**config.mk**
```make
export PLATFORM = sky130hd
export DESIGN_NAME = adder_arbiter
export DESIGN_NICKNAME = d
export VERILOG_FILES = /design/src/rtl/adder_arbiter.sv
export SDC_FILE = /design/constraint.sdc
export NUM_CORES = 1
export LEC_CHECK = 0
export ABC_AREA = 1
export CORE_MARGIN = 3
export CORE_UTILIZATION = 51
export CTS_BUF_LIST = sky130_fd_sc_hd__clkbuf_4 sky130_fd_sc_hd__clkbuf_8
export CTS_CLUSTER_DIAMETER = 200
export CTS_CLUSTER_SIZE = 25
export DETAILED_ROUTE_END_ITERATION = 10
export PLACE_DENSITY_LB_ADDON = 0.2
export SYNTH_ARGS = -nofsm -noshare
export SYNTH_HDL_FRONTEND = slang
export SYNTH_HIERARCHICAL = 1
export SYNTH_SLANG_ARGS = --single-unit
export TNS_END_PERCENT = 50
```
**constraint.sdc**
```tcl
create_clock -name CLK -period 3.8 [get_ports CLK]
set_input_delay 0.38 -clock CLK [delete_from_list [all_inputs] [get_ports CLK]]
set_output_delay 0.38 -clock CLK [all_outputs]
set_load 0.01 [all_outputs]
```
**src/rtl/adder_arbiter.sv**
```systemverilog
// Round-robin arbiter that shares a single W-bit adder among NREQ requesters.
// Define ADDER_ARB_SAT_EN to get a two's-complement saturated sum instead of a wrapped one.

module NBitAdder #(
  parameter int W = 16
) (
  input  logic [W-1:0] a,
  input  logic [W-1:0] b,
  output logic [W-1:0] sum
);
  assign sum = a + b;
endmodule

module adder_arbiter #(
  parameter int W    = 16,
  parameter int NREQ = 4
) (
  input  logic                     CLK,
  input  logic                     RST,
  input  logic [NREQ-1:0]          req,
  input  logic [NREQ*W-1:0]        ip1_bus,
  input  logic [NREQ*W-1:0]        ip2_bus,
  output logic [NREQ-1:0]          gnt,
  output logic [W-1:0]             res,
  output logic [$clog2(NREQ)-1:0]  res_id,
  output logic                     res_valid,
  input  logic                     res_ready,
  output logic                     busy
);
  localparam int IW = $clog2(NREQ);

  typedef enum logic [1:0] {
    IDLE = 2'd0,
    EXEC = 2'd1,
    HOLD = 2'd2
  } state_t;

  state_t          state;
  logic [IW-1:0]   last_winner;
  logic [IW-1:0]   cur_id;
  logic [W-1:0]    op_a;
  logic [W-1:0]    op_b;
  logic [W-1:0]    sum;
  logic [W-1:0]    sum_final;
  logic [IW-1:0]   pick;
  logic            grant_en;
  logic            grant;
  logic [W-1:0]    sel_a;
  logic [W-1:0]    sel_b;

  // Round-robin search starting one past the previous winner; NREQ is a power of two so the wrap is free.
  function automatic logic [IW-1:0] rr_pick(input logic [NREQ-1:0] r, input logic [IW-1:0] last);
    logic [IW-1:0] idx;
    logic [IW-1:0] cand;
    logic          found;
    idx   = last;
    found = 1'b0;
    for (int i = 1; i <= NREQ; i++) begin
      cand = last + IW'(i);
      if (!found && r[cand]) begin
        idx   = cand;
        found = 1'b1;
      end else begin
        idx   = idx;
      end
    end
    return idx;
  endfunction

`ifdef ADDER_ARB_SAT_EN
  function automatic logic [W-1:0] sat_sum(input logic [W-1:0] a, input logic [W-1:0] b,
                                           input logic [W-1:0] s);
    logic [W-1:0] result;
    if ((a[W-1] == b[W-1]) && (s[W-1] != a[W-1])) begin
      result = a[W-1] ? {1'b1, {(W-1){1'b0}}} : {1'b0, {(W-1){1'b1}}};
    end else begin
      result = s;
    end
    return result;
  endfunction
`endif

  NBitAdder #(.W(W)) u_adder (
    .a   (op_a),
    .b   (op_b),
    .sum (sum)
  );

`ifdef ADDER_ARB_SAT_EN
  assign sum_final = sat_sum(op_a, op_b, sum);
`else
  assign sum_final = sum;
`endif

  // Grant window: IDLE, or HOLD when the consumer takes the current result this cycle.
  always_comb begin
    pick     = rr_pick(req, last_winner);
    grant_en = 1'b0;
    case (state)
      IDLE:    grant_en = 1'b1;
      HOLD:    grant_en = res_ready;
      EXEC:    grant_en = 1'b0;
      default: grant_en = 1'b0;
    endcase
    grant = grant_en && (|req) && !RST;
    if (grant) begin
      gnt = {{(NREQ-1){1'b0}}, 1'b1} << pick;
    end else begin
      gnt = {NREQ{1'b0}};
    end
    sel_a = ip1_bus[pick*W +: W];
    sel_b = ip2_bus[pick*W +: W];
  end

  // Main FSM: capture the winner's operands on grant, register the sum one cycle later, hold until taken.
  always_ff @(posedge CLK or posedge RST) begin
    if (RST) begin
      state       <= IDLE;
      last_winner <= IW'(NREQ - 1);
      cur_id      <= {IW{1'b0}};
      op_a        <= {W{1'b0}};
      op_b        <= {W{1'b0}};
      res         <= {W{1'b0}};
      res_id      <= {IW{1'b0}};
      res_valid   <= 1'b0;
      busy        <= 1'b0;
    end else begin
      case (state)
        IDLE: begin
          if (grant) begin
            op_a        <= sel_a;
            op_b        <= sel_b;
            cur_id      <= pick;
            last_winner <= pick;
            state       <= EXEC;
            busy        <= 1'b1;
          end else begin
            state <= IDLE;
            busy  <= 1'b0;
          end
        end
        EXEC: begin
          res       <= sum_final;
          res_id    <= cur_id;
          res_valid <= 1'b1;
          state     <= HOLD;
          busy      <= 1'b1;
        end
        HOLD: begin
          if (res_ready) begin
            res_valid <= 1'b0;
            if (grant) begin
              op_a        <= sel_a;
              op_b        <= sel_b;
              cur_id      <= pick;
              last_winner <= pick;
              state       <= EXEC;
              busy        <= 1'b1;
            end else begin
              state <= IDLE;
              busy  <= 1'b0;
            end
          end else begin
            state <= HOLD;
            busy  <= 1'b1;
          end
        end
        default: begin
          state     <= IDLE;
          res_valid <= 1'b0;
          busy      <= 1'b0;
        end
      endcase
    end
  end
endmodule

```
==> results of run 1 <==
registers in the layout, indices dropped and copies added, names as in the netlist:
register / flops
op_a: 16
busy: 1
res_valid: 1
last_winner: 2
res: 16
op_b: 16
state: 2
cur_id: 2
res_id: 2
cell type report:
cell class | instances | area, um^2 | area share [%]
clock buffers | 12 | 159 | 2.53
clock inverters | 4 | 97.6 | 1.56
inverters | 51 | 194 | 3.09
multi-input cells | 544 | 2600 | 41.5
flip-flops and latches | 58 | 1450 | 23.2
well taps | 105 | 131 | 2.09
repair buffers | 165 | 1630 | 26.1
layer usage:
metal  part of all wire, %  routed length (um)  up-vias  global-route usage [%]
li1                      -                   -     2454                       -
met1                    41                5520     2296                    35.4
met2                    50                6790      194                    48.7
met3                   6.6                 895       22                    4.91
met4                   1.8                 248        0                    8.30
met5                     0                   0        -                       0
power groups by stage:
stage | logic [mW] | registers [mW] | clock network [mW]
after floorplan | 2.79 | 1.11 | 0
after global placement | 3.56 | 1.12 | 0
after detailed placement | 3.67 | 1.13 | 0
after CTS | 3.71 | 1.12 | 0.736
after global routing | 4.19 | 1.17 | 0.763
final | 3.72 | 1.12 | 0.733
stage by stage:
stage / setup WS, ns / cell area [um^2] / hold slack [ns] / std cells
2_1_floorplan: 1.82 / 4470 / 0.469 / 687
6_report: 0.822 / 6270 / 0.504 / 939
3_3_place_gp: 1.17 / 6020 / 0.468 / 923
5_1_grt: 0.612 / 6270 / 0.523 / 939
3_5_place_dp: 1.07 / 6020 / 0.490 / 923
4_1_cts: 0.845 / 6270 / 0.506 / 939
path summary, 6_finish.rpt:
| check | from | to | cells after the start |
|---|---|---|---|
| worst max-delay path | last_winner[0]$_DFFE_PP1P_ | gnt[3] | 13 |
| worst min-delay path | res[9]$_DFFE_PP0P_ | res[9]$_DFFE_PP0P_ | 1 |
| worst max register to register | last_winner[0]$_DFFE_PP1P_ | op_b[0]$_DFFE_PP0P_ | 13 |
| worst min register to register | res[9]$_DFFE_PP0P_ | res[9]$_DFFE_PP0P_ | 1 |
| max in group asynchronous | RST | op_a[15]$_DFFE_PP0P_ | 3 |
| min in group asynchronous | RST | state[0]$_DFF_PP0_ | 2 |
synth_stat cells, drive strengths merged:
cell type	count
nand2	344
nand3	112
dfrtp	56
inv	51
buf	30
nor2	19
mux2	16
ha	15
a21oi	13
xor2	6
o21ai	5
clkbuf	4
nor3	4
dfstp	2
nand3b	2
nand4	2
or2	2
xnor2	2
and2	1
fa	1
kinds of logic after synthesis:
kind of cell | synth area share (%)
XOR/XNOR | 1.57
adder cells (fa/ha/maj) | 4.65
multiplexers | 4.03
flip-flops | 32.5
AND/OR/NAND/NOR | 45.8
buffers and inverters | 9.24
AO/OA/AOI/OAI | 2.18
worst register-to-register path: stages (launching register included):
cell     delay, ns
dfstp_2       0.65
inv_4         0.09
nand2_1       0.06
nand2_1       0.08
nand2_1       0.08
nand2_1       0.08
nand2_1       0.11
nand2_1       0.08
nand2_2       0.07
buf_4         0.52
nand3_1       0.24
nand2_1       0.16
nand2_1       0.06
nand3_1       0.08
==> impl_metrics.env, run 1 <==
export IMPL_status="finished clean"
export IMPL_setup_viol_count_final=0
export IMPL_synth_area_per_cell_um2=6.50
export IMPL_p_total_mw=5.57
export IMPL_diodes=0
export IMPL_grt_max_degree=66
export IMPL_core_area_um2=8340
export IMPL_grt_pass1_vias=4756
export IMPL_synth_top_cell_area_share_pct=31.4
export IMPL_ys_ff_latch=58
export IMPL_nNetsFinal=980
export IMPL_avgViaCountPerCell=5.29
export IMPL_synthToLayoutAreaGrowth_pct=40.4
export IMPL_h_tree_depth=3
export IMPL_die_h_um=99.6
export IMPL_fin_crit_ns=2.98
export IMPL_final_period_utilization_pct=78.4
export IMPL_p_leak_nw=3.24
export IMPL_crit_type="flip-flop to output pin"
export IMPL_setup_tns_final_ns=0
export IMPL_yosysSeqAreaShare_pct=32.5
export IMPL_nFillCells=661
export IMPL_seq_power_share_pct=20.2
export IMPL_worst_ep_arrival_time_ns=2.60
export IMPL_final_cell_mix="335 x nand2_1, 158 x clkdlybuf4s50_1, 110 x nand3_1"
export IMPL_portBuffers=158
export IMPL_cp_top_family="buffers and inverters"
export IMPL_gr_total_overflow=0
export IMPL_clockBufferDepth=2
export IMPL_yosysTopAreaCell="dfrtp_1"
export IMPL_synth_cell_types=30
export IMPL_pwr_share_comb_pct=66.7
export IMPL_ctsHoldBuffers=0
export IMPL_place_congestion=0.898
export IMPL_cp_buffers_inverters=4
export IMPL_clkPwrFrac_pct=13.2
export IMPL_cp_cell_sequence="inv_4 > nand2_1 > nand2_1 > nand2_1 > nand2_1 > inv_2 > nand3_1 > nand3_2 > nand2_1 > nor2_4 > inv_1 > nor2_1 > clkdlybuf4s50_1"
export IMPL_cp_required_ns=3.42
export IMPL_vdd_drop_max_v=0.000637
export IMPL_r2r_slack_ns=1.38
export IMPL_final_antenna_net_count=0
export IMPL_drive_gt1_share_pct=8.03
export IMPL_fmax_mhz=336
export IMPL_num_vias=4966
export IMPL_cp_slowest_stage_delay_ns=0.65
export IMPL_drtIter0Drc=219
export IMPL_row_count=33
export IMPL_maxCapViolCount=0
export IMPL_wl_um=13500
export IMPL_slew_violations=0
export IMPL_post_cts_buffers=0
export IMPL_start_kind="flip-flop"
export IMPL_place_hpwl_um=10300
export IMPL_die_area_um2=9920
export IMPL_cp_common_cell="nand2_1"
export IMPL_cts_buffers=9
export IMPL_hold_class="flip-flop to flip-flop"
export IMPL_skew_ns=0.00646
export IMPL_root_buffer="clkbuf_8"
export IMPL_first_pass_iters=5
export IMPL_wl_per_cell_um=14.3
export IMPL_grt_usage_pct=28.0
export IMPL_insertion_delay_ns=0.34
export IMPL_syn_area_um2=4470
export IMPL_syn_inst=687
export IMPL_rsz0062_at_grt="no"
export IMPL_ys_warnings_count=6
export IMPL_drc=0
export IMPL_initial_core_util_pct=53.6
export IMPL_crit_path_max_fanout=9
export IMPL_grt_pass1_wl_um=22200
export IMPL_post_route_util_pct=75.2
export IMPL_hold_viol_final=0
export IMPL_power_switching_mw=2.76
export IMPL_tightest_slew_ns=0.872
export IMPL_internal_power_mw=2.82
export IMPL_antenna_found_initial=0
export IMPL_ys_top_cells_by_area="dfrtp_1 31%, nand2_1 28%, nand3_1 12%"
export IMPL_syn_num_nets=838
export IMPL_switching_share_pct=49.5
export IMPL_slowest_stage="dfstp_2"
export IMPL_cp_end_kind="output pin"
export IMPL_clock_sinks=58
export IMPL_clkTransAtPathRegs_ns=0.07
export IMPL_final_common_cell="nand2_1"
export IMPL_io_pins=159
export IMPL_slew_headroom_pct=41.7
export IMPL_cts_tree="yes"
export IMPL_die_w_um=99.6
export IMPL_cts_resized=0
export IMPL_power_density_nw_per_um2=889
Power figures use the tool's default switching activity.
==> run 2: changes to the inputs <==
--- a/config.mk
+++ b/config.mk
@@ -7,7 +7,7 @@
 export LEC_CHECK = 0
 export ABC_AREA = 1
 export CORE_MARGIN = 3
-export CORE_UTILIZATION = 51
+export CORE_UTILIZATION = 42
 export CTS_BUF_LIST = sky130_fd_sc_hd__clkbuf_4 sky130_fd_sc_hd__clkbuf_8
 export CTS_CLUSTER_DIAMETER = 200
 export CTS_CLUSTER_SIZE = 25
==> constraint.sdc (replaced) <==
create_clock -name CLK -period 2.72 [get_ports CLK]
set_input_delay 0.272 -clock CLK [delete_from_list [all_inputs] [get_ports CLK]]
set_output_delay 0.272 -clock CLK [all_outputs]
set_load 0.01 [all_outputs]
==> impl_metrics.env, run 2 (synthesized netlist as in run 1, its figures left out) <==
export IMPL_num_vias=4994
export IMPL_insertion_delay_ns=0.34
export IMPL_rsz0062_at_grt="no"
export IMPL_top_regs="op_a (16), op_b (16), res (16)"
export IMPL_drc=0
export IMPL_vdd_drop_max_v=0.000890
export IMPL_skew_ns=0.00500
export IMPL_tightest_slew_ns=0.869
export IMPL_cp_cell_sequence="inv_4 > nand2_1 > nand2_1 > nand2_1 > nand2_1 > inv_2 > nand3_1 > nand3_2 > nand2_1 > nor2_4 > inv_1 > nor2_1 > dlygate4sd2_1"
export IMPL_nFillCells=966
export IMPL_maxCapViolCount=0
export IMPL_fin_crit_ns=2.55
export IMPL_diodes=0
export IMPL_cp_slowest_stage_delay_ns=0.61
export IMPL_start_kind="flip-flop"
export IMPL_final_cell_mix="335 x nand2_1, 154 x clkdlybuf4s50_1, 110 x nand3_1"
export IMPL_r2r_start="last_winner[0]$_DFFE_PP1P_"
export IMPL_power_density_nw_per_um2=1220
export IMPL_final_common_cell="nand2_1"
export IMPL_die_h_um=109
export IMPL_place_hpwl_um=10800
export IMPL_drive_gt1_share_pct=8.70
export IMPL_p_leak_nw=3.28
export IMPL_wl_um=13800
export IMPL_hold_class="input port to async pin"
export IMPL_slew_headroom_pct=41.9
export IMPL_first_pass_iters=7
export IMPL_cts_buffers=9
export IMPL_antenna_found_initial=0
export IMPL_cp_buffers_inverters=4
export IMPL_final_antenna_net_count=0
export IMPL_row_count=37
export IMPL_clockBufferDepth=2
export IMPL_nNetsFinal=985
export IMPL_cp_required_ns=2.45
export IMPL_gr_total_overflow=0
export IMPL_ctsHoldBuffers=0
export IMPL_portBuffers=158
export IMPL_place_congestion=0.849
export IMPL_crit_type="flip-flop to output pin"
export IMPL_cp_end_kind="output pin"
export IMPL_final_period_utilization_pct=93.9
export IMPL_die_area_um2=11900
export IMPL_grt_max_degree=65
export IMPL_grt_usage_pct=24.1
export IMPL_grt_pass1_vias=4630
export IMPL_worst_ep_arrival_time_ns=2.28
export IMPL_die_w_um=109
export IMPL_initial_core_util_pct=43.3
export IMPL_io_pins=159
export IMPL_cp_common_cell="nand2_1"
export IMPL_grt_pass1_wl_um=22500
export IMPL_startpoint="last_winner[0]$_DFFE_PP1P_"
export IMPL_fmax_mhz=392
export IMPL_fin_cells=975
export IMPL_cts_tree="yes"
export IMPL_drtIter0Drc=297
export IMPL_hold_viol_final=0
export IMPL_slowest_stage="dfstp_2"
export IMPL_wl_per_cell_um=14.2
export IMPL_core_area_um2=10300
export IMPL_slew_violations=0
export IMPL_cp_top_family="simple AND/OR/NAND/NOR gates"
export IMPL_status="finished clean"
export IMPL_root_buffer="clkbuf_8"
export IMPL_h_tree_depth=3
export IMPL_setup_viol_count_final=0
export IMPL_clock_sinks=58
export IMPL_dp_cells=956
export IMPL_crit_path_max_fanout=8
export IMPL_avgViaCountPerCell=5.12
export IMPL_clkTransAtPathRegs_ns=0.07
export IMPL_setup_tns_final_ns=0
export IMPL_synthToLayoutAreaGrowth_pct=41.4
[run 2: worst paths after layout]
check	end	slack, ns	depth (start not counted)
min reg2reg	res_id[1]$_DFFE_PP0P_	0.49	2
max reg2reg	op_b[4]$_DFFE_PP0P_	0.36	12
min in group CLK	res_id[1]$_DFFE_PP0P_	0.49	2
max in group asynchronous	op_b[10]$_DFFE_PP0P_	1.73	3
max	gnt[3]	0.17	13
min	state[0]$_DFF_PP0_	0.49	3
[run 2: layer usage]
metal | vias up | track usage [%] | wire length (um)
met5 | - | 0 | 0
met4 | 0 | 6.22 | 286
met3 | 29 | 4.26 | 862
met2 | 174 | 40.8 | 6800
met1 | 2324 | 31.7 | 5890
li1 | 2467 | - | -
[run 2: tightest hold or removal path, cell delays in order]
cell and delay, ns:
clkdlybuf4s50_1 0.44, inv_2 0.05, buf_4 0.58
[run 2: power breakdown]
part | total (mW) | leakage [nW] | switching [mW] | internal, mW
logic | 5.22 | 2.44 | 3.22 | 2.00
clock network | 0.931 | 0.120 | 0.355 | 0.576
registers | 1.57 | 0.713 | 0.275 | 1.29
[run 2: through the flow]
step | setup slack (ns) | total power, mW | hold slack, ns | area, um^2 | util [%]
finish | 0.167 | 7.72 | 0.494 | 6320 | 61.2
global route | 0.00994 | 8.53 | 0.512 | 6320 | 61.2
CTS | 0.188 | 7.74 | 0.492 | 6320 | 61.2
detailed placement | 0.210 | 6.76 | 0.476 | 6070 | 58.8
global placement | 0.328 | 6.63 | 0.469 | 6070 | 58.8
floorplan | 0.845 | 5.45 | 0.469 | 4470 | -
[run 2: cell type report]
cell class | instances | area [um^2] | share of cell area, %
Multi-Input combinational cell | 544 | 2600 | 41.2
Timing Repair Buffer | 170 | 1660 | 26.3
Sequential cell | 58 | 1450 | 23.0
Inverter | 51 | 194 | 3.07
Tap cell | 136 | 170 | 2.69
Clock buffer | 12 | 159 | 2.52
Clock inverter | 4 | 73.8 | 1.17
[run 2: timing repair]
item	4_1_cts	5_1_grt
endpoints found under the hold margin	0	0
setup endpoints to repair	4	1
buffers inserted	3	0
cloned	0	0
pin swaps	1	0
gates resized for setup	4	2
==> run 3: changes to the inputs <==
--- a/config.mk
+++ b/config.mk
@@ -7,7 +7,7 @@
 export LEC_CHECK = 0
 export ABC_AREA = 1
 export CORE_MARGIN = 3
-export CORE_UTILIZATION = 42
+export CORE_UTILIZATION = 40
 export CTS_BUF_LIST = sky130_fd_sc_hd__clkbuf_4 sky130_fd_sc_hd__clkbuf_8
 export CTS_CLUSTER_DIAMETER = 200
 export CTS_CLUSTER_SIZE = 25
==> impl_metrics.env, run 3 (synthesized netlist as in run 1, its figures left out) <==
export IMPL_row_count=37
export IMPL_maxCapViolCount=0
export IMPL_core_area_um2=10600
export IMPL_slowest_stage="dfstp_2"
export IMPL_start_kind="flip-flop"
export IMPL_power_switching_mw=3.82
export IMPL_antenna_found_initial=0
export IMPL_nNetsFinal=985
export IMPL_diodes=0
export IMPL_clkTransAtPathRegs_ns=0.07
export IMPL_cts_buffers=9
export IMPL_cp_buffers_inverters=3
export IMPL_final_antenna_net_count=0
export IMPL_skew_ns=0.00771
export IMPL_initial_core_util_pct=42.1
export IMPL_drc=0
export IMPL_tightest_slew_ns=0.915
export IMPL_gr_total_overflow=0
export IMPL_grt_max_degree=65
export IMPL_top_regs="op_a (16), op_b (16), res (16)"
export IMPL_grt_pass1_vias=5028
export IMPL_insertion_delay_ns=0.33
export IMPL_die_h_um=112
export IMPL_cts_tree="yes"
export IMPL_final_period_utilization_pct=93.3
export IMPL_ctsHoldBuffers=0
export IMPL_drtIter0Drc=285
export IMPL_first_pass_iters=6
export IMPL_fin_crit_ns=2.54
export IMPL_setup_viol_count_final=0
export IMPL_clock_sinks=58
export IMPL_final_common_cell="nand2_1"
export IMPL_cp_top_family="simple AND/OR/NAND/NOR gates"
export IMPL_seq_power_share_pct=20.8
export IMPL_place_congestion=0.922
export IMPL_slew_violations=0
export IMPL_wl_um=13900
export IMPL_status="finished clean"
export IMPL_cp_required_ns=2.45
export IMPL_p_total_mw=7.57
export IMPL_num_vias=4863
export IMPL_hold_viol_final=0
export IMPL_grt_pass1_wl_um=23700
export IMPL_setup_tns_final_ns=0
export IMPL_fmax_mhz=394
export IMPL_clkPwrFrac_pct=10.7
export IMPL_portBuffers=158
export IMPL_cp_slowest_stage_delay_ns=0.60
export IMPL_hold_class="input port to async pin"
export IMPL_rsz0062_at_grt="no"
export IMPL_post_route_util_pct=59.3
export IMPL_drive_gt1_share_pct=8.58
export IMPL_cp_cell_sequence="buf_2 > nand2_1 > nand3_1 > nand2_1 > nand3_1 > nand3_2 > a21oi_2 > inv_1 > nor2_1 > dlygate4sd2_1"
export IMPL_multi_input_area_um2=2600
export IMPL_power_density_nw_per_um2=1200
export IMPL_synthToLayoutAreaGrowth_pct=40.8
export IMPL_h_tree_depth=3
export IMPL_grt_usage_pct=23.0
export IMPL_nFillCells=1018
export IMPL_die_w_um=112
export IMPL_wl_per_cell_um=14.3
export IMPL_clockBufferDepth=2
export IMPL_place_hpwl_um=11100
export IMPL_cp_end_kind="output pin"
export IMPL_root_buffer="clkbuf_8"
export IMPL_avgViaCountPerCell=4.99
export IMPL_io_pins=159
export IMPL_crit_path_max_fanout=6
export IMPL_switching_share_pct=50.4
export IMPL_vdd_drop_max_v=0.000785
export IMPL_crit_type="flip-flop to output pin"
export IMPL_p_leak_nw=3.26
export IMPL_slew_headroom_pct=38.9
export IMPL_seqCellArea_um2=1450
export IMPL_internal_power_mw=3.75
export IMPL_pwr_share_comb_pct=68.5
export IMPL_worst_ep_arrival_time_ns=2.27
export IMPL_final_cell_mix="335 x nand2_1, 154 x clkdlybuf4s50_1, 110 x nand3_1"
export IMPL_die_area_um2=12500
==> run 3: routing by layer <==
layer / vias to the layer above / routed length [um] / share of wire, % / track usage (%)
met3: 31 / 793 / 5.7 / 3.70
met4: 0 / 414 / 3.0 / 7.87
li1: 2457 / - / - / -
met1: 2204 / 5970 / 43 / 30.1
met5: - / 0 / 0 / 0
met2: 171 / 6760 / 48 / 38.5
==> run 3: path summary, 6_finish.rpt <==
kind	from	to	slack (ns)	depth (start not counted)
worst max register to register	last_winner[0]$_DFFE_PP1P_	op_a[6]$_DFFE_PP0P_	0.25	12
max in group asynchronous	RST	last_winner[0]$_DFFE_PP1P_	1.70	3
worst max-delay path	last_winner[0]$_DFFE_PP1P_	gnt[1]	0.18	10
min in group CLK	res_id[0]$_DFFE_PP0P_	res_id[0]$_DFFE_PP0P_	0.50	2
worst min-delay path	RST	state[0]$_DFF_PP0_	0.33	2
worst min register to register	res_id[0]$_DFFE_PP0P_	res_id[0]$_DFFE_PP0P_	0.50	2
==> run 3: power by group through the flow <==
stage	clock (mW)	sequential (mW)	combinational (mW)
5_1_grt	0.864	1.63	5.94
6_report	0.811	1.57	5.18
2_1_floorplan	0	1.55	3.89
3_5_place_dp	0	1.59	5.17
4_1_cts	0.831	1.58	5.19
3_3_place_gp	0	1.57	5.05
==> run 3: through the flow <==
| stage | hold slack (ns) | std cells | worst slack [ns] | cell area (um^2) |
|---|---|---|---|---|
| 3_3_place_gp | 0.474 | 957 | 0.331 | 6080 |
| 3_5_place_dp | 0.484 | 957 | 0.243 | 6080 |
| 6_report | 0.329 | 975 | 0.182 | 6290 |
| 4_1_cts | 0.326 | 975 | 0.228 | 6290 |
| 2_1_floorplan | 0.469 | 687 | 0.845 | 4470 |
| 5_1_grt | 0.378 | 975 | 0.0189 | 6290 |
==> run 3: worst register-to-register path: stages (launching register included) <==
cell	delay, ns
dfstp_2	0.60
buf_2	0.17
nand2_1	0.10
nand3_1	0.13
nand2_1	0.12
nand2_1	0.13
nand2_1	0.07
nand2_2	0.07
buf_4	0.52
nand3_1	0.18
nand2_1	0.13
nand2_1	0.08
nand3_1	0.10
==> run 3: layout make-up <==
type | count | share of cell area, %
clock buffer | 11 | 2.41
clock inverter | 5 | 0.836
inverter | 51 | 3.08
multi-input combinational | 544 | 41.4
sequential | 58 | 23.1
tap | 136 | 2.71
timing repair buffer | 170 | 26.5
==> run 3: timing repair <==
item	4_1_cts	5_1_grt
resized for setup	5	0
buffers inserted	2	0
setup endpoints to repair	4	0
